<file path="config.mk">
export PLATFORM = sky130hd
export DESIGN_NAME = tmds_align_ctrl
export DESIGN_NICKNAME = d
export VERILOG_FILES = /design/src/rtl/tmds_pkg.sv /design/src/rtl/tmds_sync_window.sv /design/src/rtl/tmds_align_ctrl.sv
export SDC_FILE = /design/constraint.sdc
export NUM_CORES = 1
export LEC_CHECK = 0
export BUFFER_PORTS_ARGS = -buffer_cell sky130_fd_sc_hd__buf_4
export CORE_ASPECT_RATIO = 1.5
export CORE_MARGIN = 4
export CORE_UTILIZATION = 45
export CTS_CLUSTER_SIZE = 12
export DETAILED_ROUTE_END_ITERATION = 8
export SLEW_MARGIN = 40
export SYNTH_ARGS = -nofsm -noshare
export SYNTH_HDL_FRONTEND = slang
export SYNTH_SLANG_ARGS = --single-unit
export TNS_END_PERCENT = 30
</file>
<file path="constraint.sdc">
create_clock -name clk -period 2.25 [get_ports clk]
set_clock_uncertainty 0.15 [all_clocks]
set_input_delay 0.1125 -clock clk [delete_from_list [all_inputs] [get_ports clk]]
set_output_delay 0.1125 -clock clk [all_outputs]
set_load 0.01 [all_outputs]
</file>
<file path="src/rtl/tmds_pkg.sv">
// Shared TMDS definitions: alignment FSM states, control tokens
// and TERC4 codes used by both the decoder and the aligner.
package tmds_pkg;

  typedef enum logic [2:0] {
    SEARCH,
    SLIP,
    SETTLE,
    VERIFY,
    LOCKED
  } align_state_t;

  localparam logic [9:0] CTRL_TOKEN [4] = '{
    10'b1101010100,
    10'b0010101011,
    10'b0101010100,
    10'b1010101011
  };

  localparam logic [9:0] TERC4 [16] = '{
    10'b1010011100,
    10'b1001100011,
    10'b1011100100,
    10'b1011100010,
    10'b0101110001,
    10'b0100011110,
    10'b0110001110,
    10'b0100111100,
    10'b1011001100,
    10'b0100111001,
    10'b0110011100,
    10'b1011000110,
    10'b1010001110,
    10'b1001110001,
    10'b0101100011,
    10'b1011000011
  };

endpackage

</file>
<file path="src/rtl/tmds_sync_window.sv">
// Control-run detector and observation window for TMDS alignment.
// win_hit includes a run completing on the window's last cycle.
module tmds_sync_window #(
  parameter int SYNC_WINDOW = 2048,
  parameter int MIN_RUN     = 8
) (
  input  logic clk,
  input  logic reset_n,
  input  logic clear,
  input  logic sync_valid,
  output logic win_end,
  output logic win_hit
);

  localparam int WW = $clog2(SYNC_WINDOW);
  localparam int RW = $clog2(MIN_RUN + 1);
  localparam logic [WW-1:0] WLAST = WW'(SYNC_WINDOW - 1);
  localparam logic [RW-1:0] RMAX  = RW'(MIN_RUN);

  logic [WW-1:0] wcnt;
  logic [RW-1:0] run;
  logic [RW-1:0] run_nxt;
  logic          hit;

  always_comb begin
    run_nxt = '0;
    if (sync_valid)
      run_nxt = (run == RMAX) ? RMAX : run + 1'b1;
  end

  assign win_end = !clear && (wcnt == WLAST);
  assign win_hit = hit || (run_nxt == RMAX);

  always_ff @(posedge clk or negedge reset_n) begin
    if (!reset_n) begin
      wcnt <= '0;
      run  <= '0;
      hit  <= 1'b0;
    end else if (clear) begin
      wcnt <= '0;
      run  <= '0;
      hit  <= 1'b0;
    end else begin
      run  <= run_nxt;
      wcnt <= win_end ? '0 : wcnt + 1'b1;
      hit  <= win_end ? 1'b0 : win_hit;
    end
  end

endmodule

</file>
<file path="src/rtl/tmds_align_ctrl.sv">
// Word-alignment controller for one TMDS channel: slips the
// deserializer until control periods decode, then tracks lock.
module tmds_align_ctrl
  import tmds_pkg::*;
#(
  parameter int SYNC_WINDOW = 2048,
  parameter int MIN_RUN     = 8,
  parameter int SLIP_SETTLE = 16,
  parameter int LOCK_COUNT  = 4,
  parameter int LOSS_COUNT  = 2
) (
  input  logic       clk,
  input  logic       reset_n,
  input  logic       enable,
  input  logic       sync_valid,
  output logic       bitslip,
  output logic       locked,
  output logic [3:0] slip_count,
  output logic       slip_wrap
);

  localparam int GW = $clog2(LOCK_COUNT) + 1;
  localparam int MW = $clog2(LOSS_COUNT) + 1;
  localparam int SW = $clog2(SLIP_SETTLE) + 1;
  localparam logic [GW-1:0] GLOCK = GW'(LOCK_COUNT);
  localparam logic [MW-1:0] MLOSS = MW'(LOSS_COUNT);
  localparam logic [SW-1:0] SLAST = SW'(SLIP_SETTLE - 1);

  align_state_t  state;
  logic [GW-1:0] good;
  logic [MW-1:0] miss;
  logic [SW-1:0] scnt;
  logic          en_q;
  logic          clear;
  logic          win_end;
  logic          win_hit;
  logic          do_slip;

  // Window restarts the cycle after enable is first seen high.
  assign clear = !enable || !en_q ||
                 (state == SLIP) || (state == SETTLE);

  tmds_sync_window #(
    .SYNC_WINDOW(SYNC_WINDOW),
    .MIN_RUN    (MIN_RUN)
  ) u_win (
    .clk       (clk),
    .reset_n   (reset_n),
    .clear     (clear),
    .sync_valid(sync_valid),
    .win_end   (win_end),
    .win_hit   (win_hit)
  );

  always_comb begin
    do_slip = 1'b0;
    if (enable && win_end && !win_hit) begin
      unique case (state)
        SEARCH, VERIFY: do_slip = 1'b1;
        LOCKED:  do_slip = (miss + 1'b1 == MLOSS);
        default: do_slip = 1'b0;
      endcase
    end
  end

  always_ff @(posedge clk or negedge reset_n) begin
    if (!reset_n) begin
      state      <= SEARCH;
      good       <= '0;
      miss       <= '0;
      scnt       <= '0;
      en_q       <= 1'b0;
      bitslip    <= 1'b0;
      locked     <= 1'b0;
      slip_count <= '0;
      slip_wrap  <= 1'b0;
    end else begin
      en_q      <= enable;
      bitslip   <= 1'b0;
      slip_wrap <= 1'b0;
      if (!enable) begin
        state  <= SEARCH;
        good   <= '0;
        miss   <= '0;
        scnt   <= '0;
        locked <= 1'b0;
      end else if (do_slip) begin
        state      <= SLIP;
        good       <= '0;
        miss       <= '0;
        locked     <= 1'b0;
        bitslip    <= 1'b1;
        slip_wrap  <= (slip_count == 4'd9);
        slip_count <= (slip_count == 4'd9) ? 4'd0
                                           : slip_count + 4'd1;
      end else begin
        unique case (state)
          SEARCH: if (win_end) begin
            state <= VERIFY;
            good  <= GW'(1);
          end
          VERIFY: if (win_end) begin
            if (good + 1'b1 == GLOCK) begin
              state  <= LOCKED;
              locked <= 1'b1;
              miss   <= '0;
            end
            good <= good + 1'b1;
          end
          LOCKED: if (win_end) begin
            miss <= win_hit ? '0 : miss + 1'b1;
          end
          SLIP: begin
            state <= SETTLE;
            scnt  <= '0;
          end
          SETTLE: begin
            if (scnt == SLAST)
              state <= SEARCH;
            else
              scnt <= scnt + 1'b1;
          end
          default: state <= SEARCH;
        endcase
      end
    end
  end

endmodule

</file>
==> results.toml, run 1 <==
[routing]
firstDrtPassIters = 4
wl_per_cell_um = 15.1
ant_nets = 0
drt_iter0_drc = 33
num_vias = 1448
viasPerCell = 5.70
drt_wl_total_um = 3840
drc_errors = 0

[setup_path]
worstPathRequired_ns = 2.27
rr_endpoint = "scnt[2]"
cp.arrival_ns = 2.19
reg2reg_depth = 8
cp_max_fo = 3
rrSetupSlack_ns = 0.08
cp-startpoint = "scnt[0]"
worstReg2RegStart = "scnt[0]"
start_kind = "flip-flop"
crit_type = "flip-flop to flip-flop"
crit_end = "scnt[2]"
cp-end-kind = "flip-flop"

[floorplanning]
die_w_um = 61.8
initial_core_util = 0.464
dieArea_um2 = 5480
ios = 11
die_h_um = 88.7
rows = 29
fp.coreArea_um2 = 4210

[power_and_ir_drop]
swShare = 0.212
p_int_mw = 0.927
p_leak_nw = 1.05
power_mw = 1.18
seqPwrFrac = 0.571
power_density_nw_per_um2 = 524
power_frac_comb = 0.042
pwr-share-clk = 0.387
vdd.ir_drop.worst_mv = 0.445
power_switching_mw = 0.249

[cells_and_area]
layout_commonest_cell = "dfrtp_1"
fin_nets = 220
layout_common_cells = "dfrtp_1 (37), nor2_1 (19), buf_4 (17), nand2_1 (13)"
layout-drive-gt1-share = 0.212
utilization = 0.534
final_area_um2 = 2250
num_antenna_cells = 0
area_growth_syn_to_layout_pct = 15.1

[synthesis]
synth-edff-count = 0
synthDistinctLibCells = 46
yosysSeqAreaShare = 0.474
syn_area_um2 = 1950
ys_seq_elements = 37
yosysWarnings = 0
syn_area_per_cell_um2 = 10.5
synth_ff_type = "dfrtp_1"
syn-num-nets = 198
postSynthCellCount = 186
ys_async_sr_fraction = 1.00

[grt]
grt_max_degree = 38
gr-total-overflow = 0
grt_pass1_wl_um = 6710
grt_pass1_vias = 1551
grt_usage = 0.165
antenna_found_initial = 0

[sta]
setup_viol = 0
finalHoldViolCount = 0
relSlewSlack = 0.686
fin_crit_sh = 0.966
max_slew.worst_pin.slew_ns = 0.471
finalCriticalPeriod_ns = 2.17
drv_slew = 0
rsz0062_at_grt = "true"
fmax_ghz = 0.460

[place]
gp_congestion = 0.734
dp_hpwl_um = 2820
dpl-instance-area_um2 = 2110
port_buffers = 10

[job]
drv_cap = 0

[cts]
clock_sinks = 37
cts_htree_levels = 2
clk_pin_slew_ns = 0.07
worstSkewPairLatency_ns = 0.28
cts_tree = "done"
post-cts-setup-buffers = 0
ctsRootBufferMaster = "clkbuf_8"
cts_buffer_depth = 2
cts_buffers = 5

[outcome]
status = "completed"

[worst_hold_path]
hold_path.class = "input port to async pin"
-- cells in the mapped netlist, types with 3 or more instances --
cell type	instances	area share
nand3_1	10	0.026
nand4_1	4	0.013
nor3_1	4	0.010
o41ai_2	3	0.025
nand2_1	13	0.025
nor2_1	19	0.037
ha_1	8	0.051
dfrtp_1	37	0.47
xor2_1	6	0.027
nand2b_1	3	0.0096
and3_1	10	0.032
inv_1	9	0.017
a21oi_1	8	0.021
and4_1	3	0.013
xnor2_1	10	0.045
and2_1	4	0.013
-- final cells by class --
cell class | count | area (µm²)
Multi-Input combinational cell | 135 | 985
Clock buffer | 7 | 86.3
Tap cell | 46 | 57.6
Timing Repair Buffer | 20 | 158
Sequential cell | 37 | 926
Fill cell | 391 | 1960
Inverter | 9 | 33.8
-- layer usage --
metal | up-vias | routed length (µm) | track usage
met2 | 11 | 2110 | 0.296
met4 | 0 | 106 | 0.0888
li1 | 702 | - | -
met5 | - | 0 | 0
met1 | 727 | 1550 | 0.172
met3 | 8 | 67 | 0.0350
-- critical path: stages, from the launching register on --
cell      delay [ns]
dfrtp_1         0.39
ha_1            0.21
and3_1          0.18
ha_1            0.19
or3b_4          0.38
a21o_1          0.21
a21boi_2        0.16
xnor2_1         0.13
nor2_1          0.06
-- worst min-delay path by stage --
stage               startpoint       endpoint  slack (ns)  depth (start not counted)
floorplan              reset_n        bitslip       -0.33                          0
global placement       reset_n  u_win.wcnt[9]       -0.05                          1
detailed placement     reset_n  u_win.wcnt[5]       -0.05                          1
global route           reset_n   u_win.run[2]        0.21                          2
CTS                    reset_n  u_win.wcnt[5]        0.19                          2
finish                 reset_n  u_win.wcnt[5]        0.18                          2
-- logic make-up (layout without fill, tap and decap cells) --
kind of cell,Yosys count,after routing,share of synthesized area
AND/OR/NAND/NOR,82,82,0.233
flip-flops,37,37,0.474
AO/OA/AOI/OAI,28,28,0.131
XOR/XNOR,16,16,0.0718
buffers and inverters,14,36,0.0333
adder cells (fa/ha/maj),8,8,0.0513
multiplexers,1,1,0.00577
-- metrics by stage --
stage | TNS [ns] | instances | worst slack, ns | hold WS (ns)
CTS | 0 | 254 | 0.0283 | 0.188
global route | -0.0216 | 254 | -0.0165 | 0.215
finish | 0 | 254 | 0.0764 | 0.176
detailed placement | 0 | 244 | 0.00520 | -0.0485
floorplan | 0 | 186 | 0.0965 | -0.333
global placement | 0 | 244 | 0.0926 | -0.0499
-- state kept, by name, summed over array words and instances, names as in the netlist --
register and count:
bitslip 1, miss 2, u_win.run 4, slip_count 4
locked 1, en_q 1, scnt 5, good 3
u_win.hit 1, u_win.wcnt 11, slip_wrap 1, state 3
-- power by group through the flow --
| stage | Sequential [mW] | Clock, mW | Combinational [mW] |
|---|---|---|---|
| 2_1_floorplan | 0.684 | 0 | 0.0219 |
| 3_3_place_gp | 0.684 | 0 | 0.0427 |
| 3_5_place_dp | 0.684 | 0 | 0.0440 |
| 4_1_cts | 0.672 | 0.474 | 0.0488 |
| 5_1_grt | 0.672 | 0.505 | 0.0554 |
| 6_report | 0.672 | 0.455 | 0.0492 |
-- what timing repair did --
action / in CTS / in global routing
endpoints found under the setup margin: 1 / 9
hold endpoints to repair: 42 / 0
resized for setup: 1 / 5
hold buffers: 3 / 0
pin swaps: 0 / 2
gates cloned: 0 / 0
Power figures use the tool's default switching activity.
==> run 2: changes to the inputs <==
==> constraint.sdc (replaced) <==
create_clock -name clk -period 2 [get_ports clk]
set_clock_uncertainty 0.15 [all_clocks]
set_input_delay 0.1 -clock clk [delete_from_list [all_inputs] [get_ports clk]]
set_output_delay 0.1 -clock clk [all_outputs]
set_load 0.01 [all_outputs]
==> results.toml, run 2 (synthesis gave the netlist of run 1 again) <==
[setup_path]
cp_max_fo = 3
cp-startpoint = "scnt[1]"
cp-end-kind = "flip-flop"
slowest_stage = "dfrtp_1"
worstReg2RegStart = "scnt[1]"
cp_top_family = "simple AND/OR/NAND/NOR gates"
cp.buffers_inverters = 0
start_kind = "flip-flop"
cp_slowest_stage_delay_ns = 0.39
worstPathRequired_ns = 2.01
cp_cell_sequence = "ha_2 -> and3_4 -> ha_4 -> or3b_4 -> a21o_1 -> a21boi_2 -> xnor2_1 -> nor2_1"
cp.arrival_ns = 2.14
crit_type = "flip-flop to flip-flop"

[grt]
gr-total-overflow = 0
antenna_found_initial = 0
grt_max_degree = 38
grt_usage = 0.170
grt_pass1_vias = 1620
grt_pass1_wl_um = 7040

[power_and_ir_drop]
vdd.ir_drop.worst_mv = 0.497
p_leak_nw = 1.18
power_density_nw_per_um2 = 524
power_mw = 1.32

[sta]
setup_viol = 5
setup_slack_ns = -0.124
finalHoldViolCount = 0
finalCriticalPeriod_ns = 2.12
drv_slew = 0
fin_hold_ws_ns = 0.161
rsz0062_at_grt = "true"
fin_crit_sh = 1.06
fmax_ghz = 0.471
max_slew.worst_pin.slew_ns = 0.474
relSlewSlack = 0.684

[cells_and_area]
layout-drive-gt1-share = 0.348
largestRegisters = "u_win.wcnt x11, scnt x5"
num_antenna_cells = 0
largest-register = "u_win.wcnt"
layout_common_cells = "dfrtp_1 (37), buf_4 (37), nor2_1 (19)"
utilization = 0.598
fin_nets = 241
largest_register_ff_count = 11
area_growth_syn_to_layout_pct = 29.0

[routing]
drc_errors = 0
wl_per_cell_um = 15.1
viasPerCell = 5.53
ant_nets = 0
drt_wl_total_um = 4160
num_vias = 1527
firstDrtPassIters = 4
drt_iter0_drc = 19

[floorplanning]
die_h_um = 88.7
fp.coreArea_um2 = 4210
rows = 29
ios = 11
dieArea_um2 = 5480
die_w_um = 61.8
initial_core_util = 0.464

[cts]
cts_buffers = 5
cts_tree = "done"
clock_sinks = 37
clk_pin_slew_ns = 0.07
cts_buffer_depth = 2
ctsRootBufferMaster = "clkbuf_8"
worstSkewPairLatency_ns = 0.28
cts_htree_levels = 2

[outcome]
status = "finished with violations"
violations = "negative setup slack"

[worst_hold_path]
hold_path.class = "input port to async pin"

[place]
dp_hpwl_um = 2960
gp_congestion = 0.763
port_buffers = 10

[job]
drv_cap = 0
run 2: changes by cell type in the layout (fill, tap and decap cells not counted), sizes merged:
| cell | change |
|---|---|
| buf | +21 |
| clkbuf | +1 |
run 2: cell type report:
| cell class | count | area [µm²] |
|---|---|---|
| Clock buffer | 8 | 80.1 |
| Fill cell | 360 | 1690 |
| Inverter | 9 | 33.8 |
| Multi-Input combinational cell | 135 | 1100 |
| Sequential cell | 37 | 926 |
| Tap cell | 46 | 57.6 |
| Timing Repair Buffer | 41 | 319 |
run 2: per-stage QoR:
step                      setup TNS, ns  std cells  setup WS (ns)  instance area (µm²)
after floorplan                  -0.431        186        -0.0914                 1980
after global placement           -0.712        259        -0.0980                 2240
after detailed placement          -1.34        259         -0.138                 2240
after CTS                        -0.500        274         -0.109                 2450
after global routing              -1.28        276         -0.213                 2520
final                            -0.489        276         -0.124                 2520
run 2: routing by layer:
metal	track usage	share of wire	up-vias
met4	0.0560	0.0094	0
met1	0.193	0.40	764
met2	0.297	0.57	13
met3	0.0496	0.017	5
li1	-	-	745
met5	0	0	-
run 2: power breakdown:
part | switching, mW | internal [mW] | total (mW) | leakage, nW
combinational | 0.0448 | 0.0299 | 0.0746 | 0.631
sequential | 0.00345 | 0.752 | 0.756 | 0.508
clock | 0.242 | 0.247 | 0.490 | 0.0395
run 2: repair_timing:
item / CTS / global route
buffers inserted: 4 / 2
endpoints found under the setup margin: 13 / 19
pin swaps: 16 / 11
cloned: 0 / 0
hold buffers: 3 / 0
resized for setup: 17 / 9
hold endpoints to repair: 42 / 0
run 2: final timing paths:
check	endpoint	slack, ns	depth (start not counted)
max in group asynchronous	scnt[0]	1.20	2
worst min register to register	slip_count[0]	0.36	1
min in group clk	slip_count[0]	0.36	1
worst max-delay path	scnt[2]	-0.12	8
worst max register to register	scnt[2]	-0.12	8
worst min-delay path	u_win.wcnt[7]	0.16	2
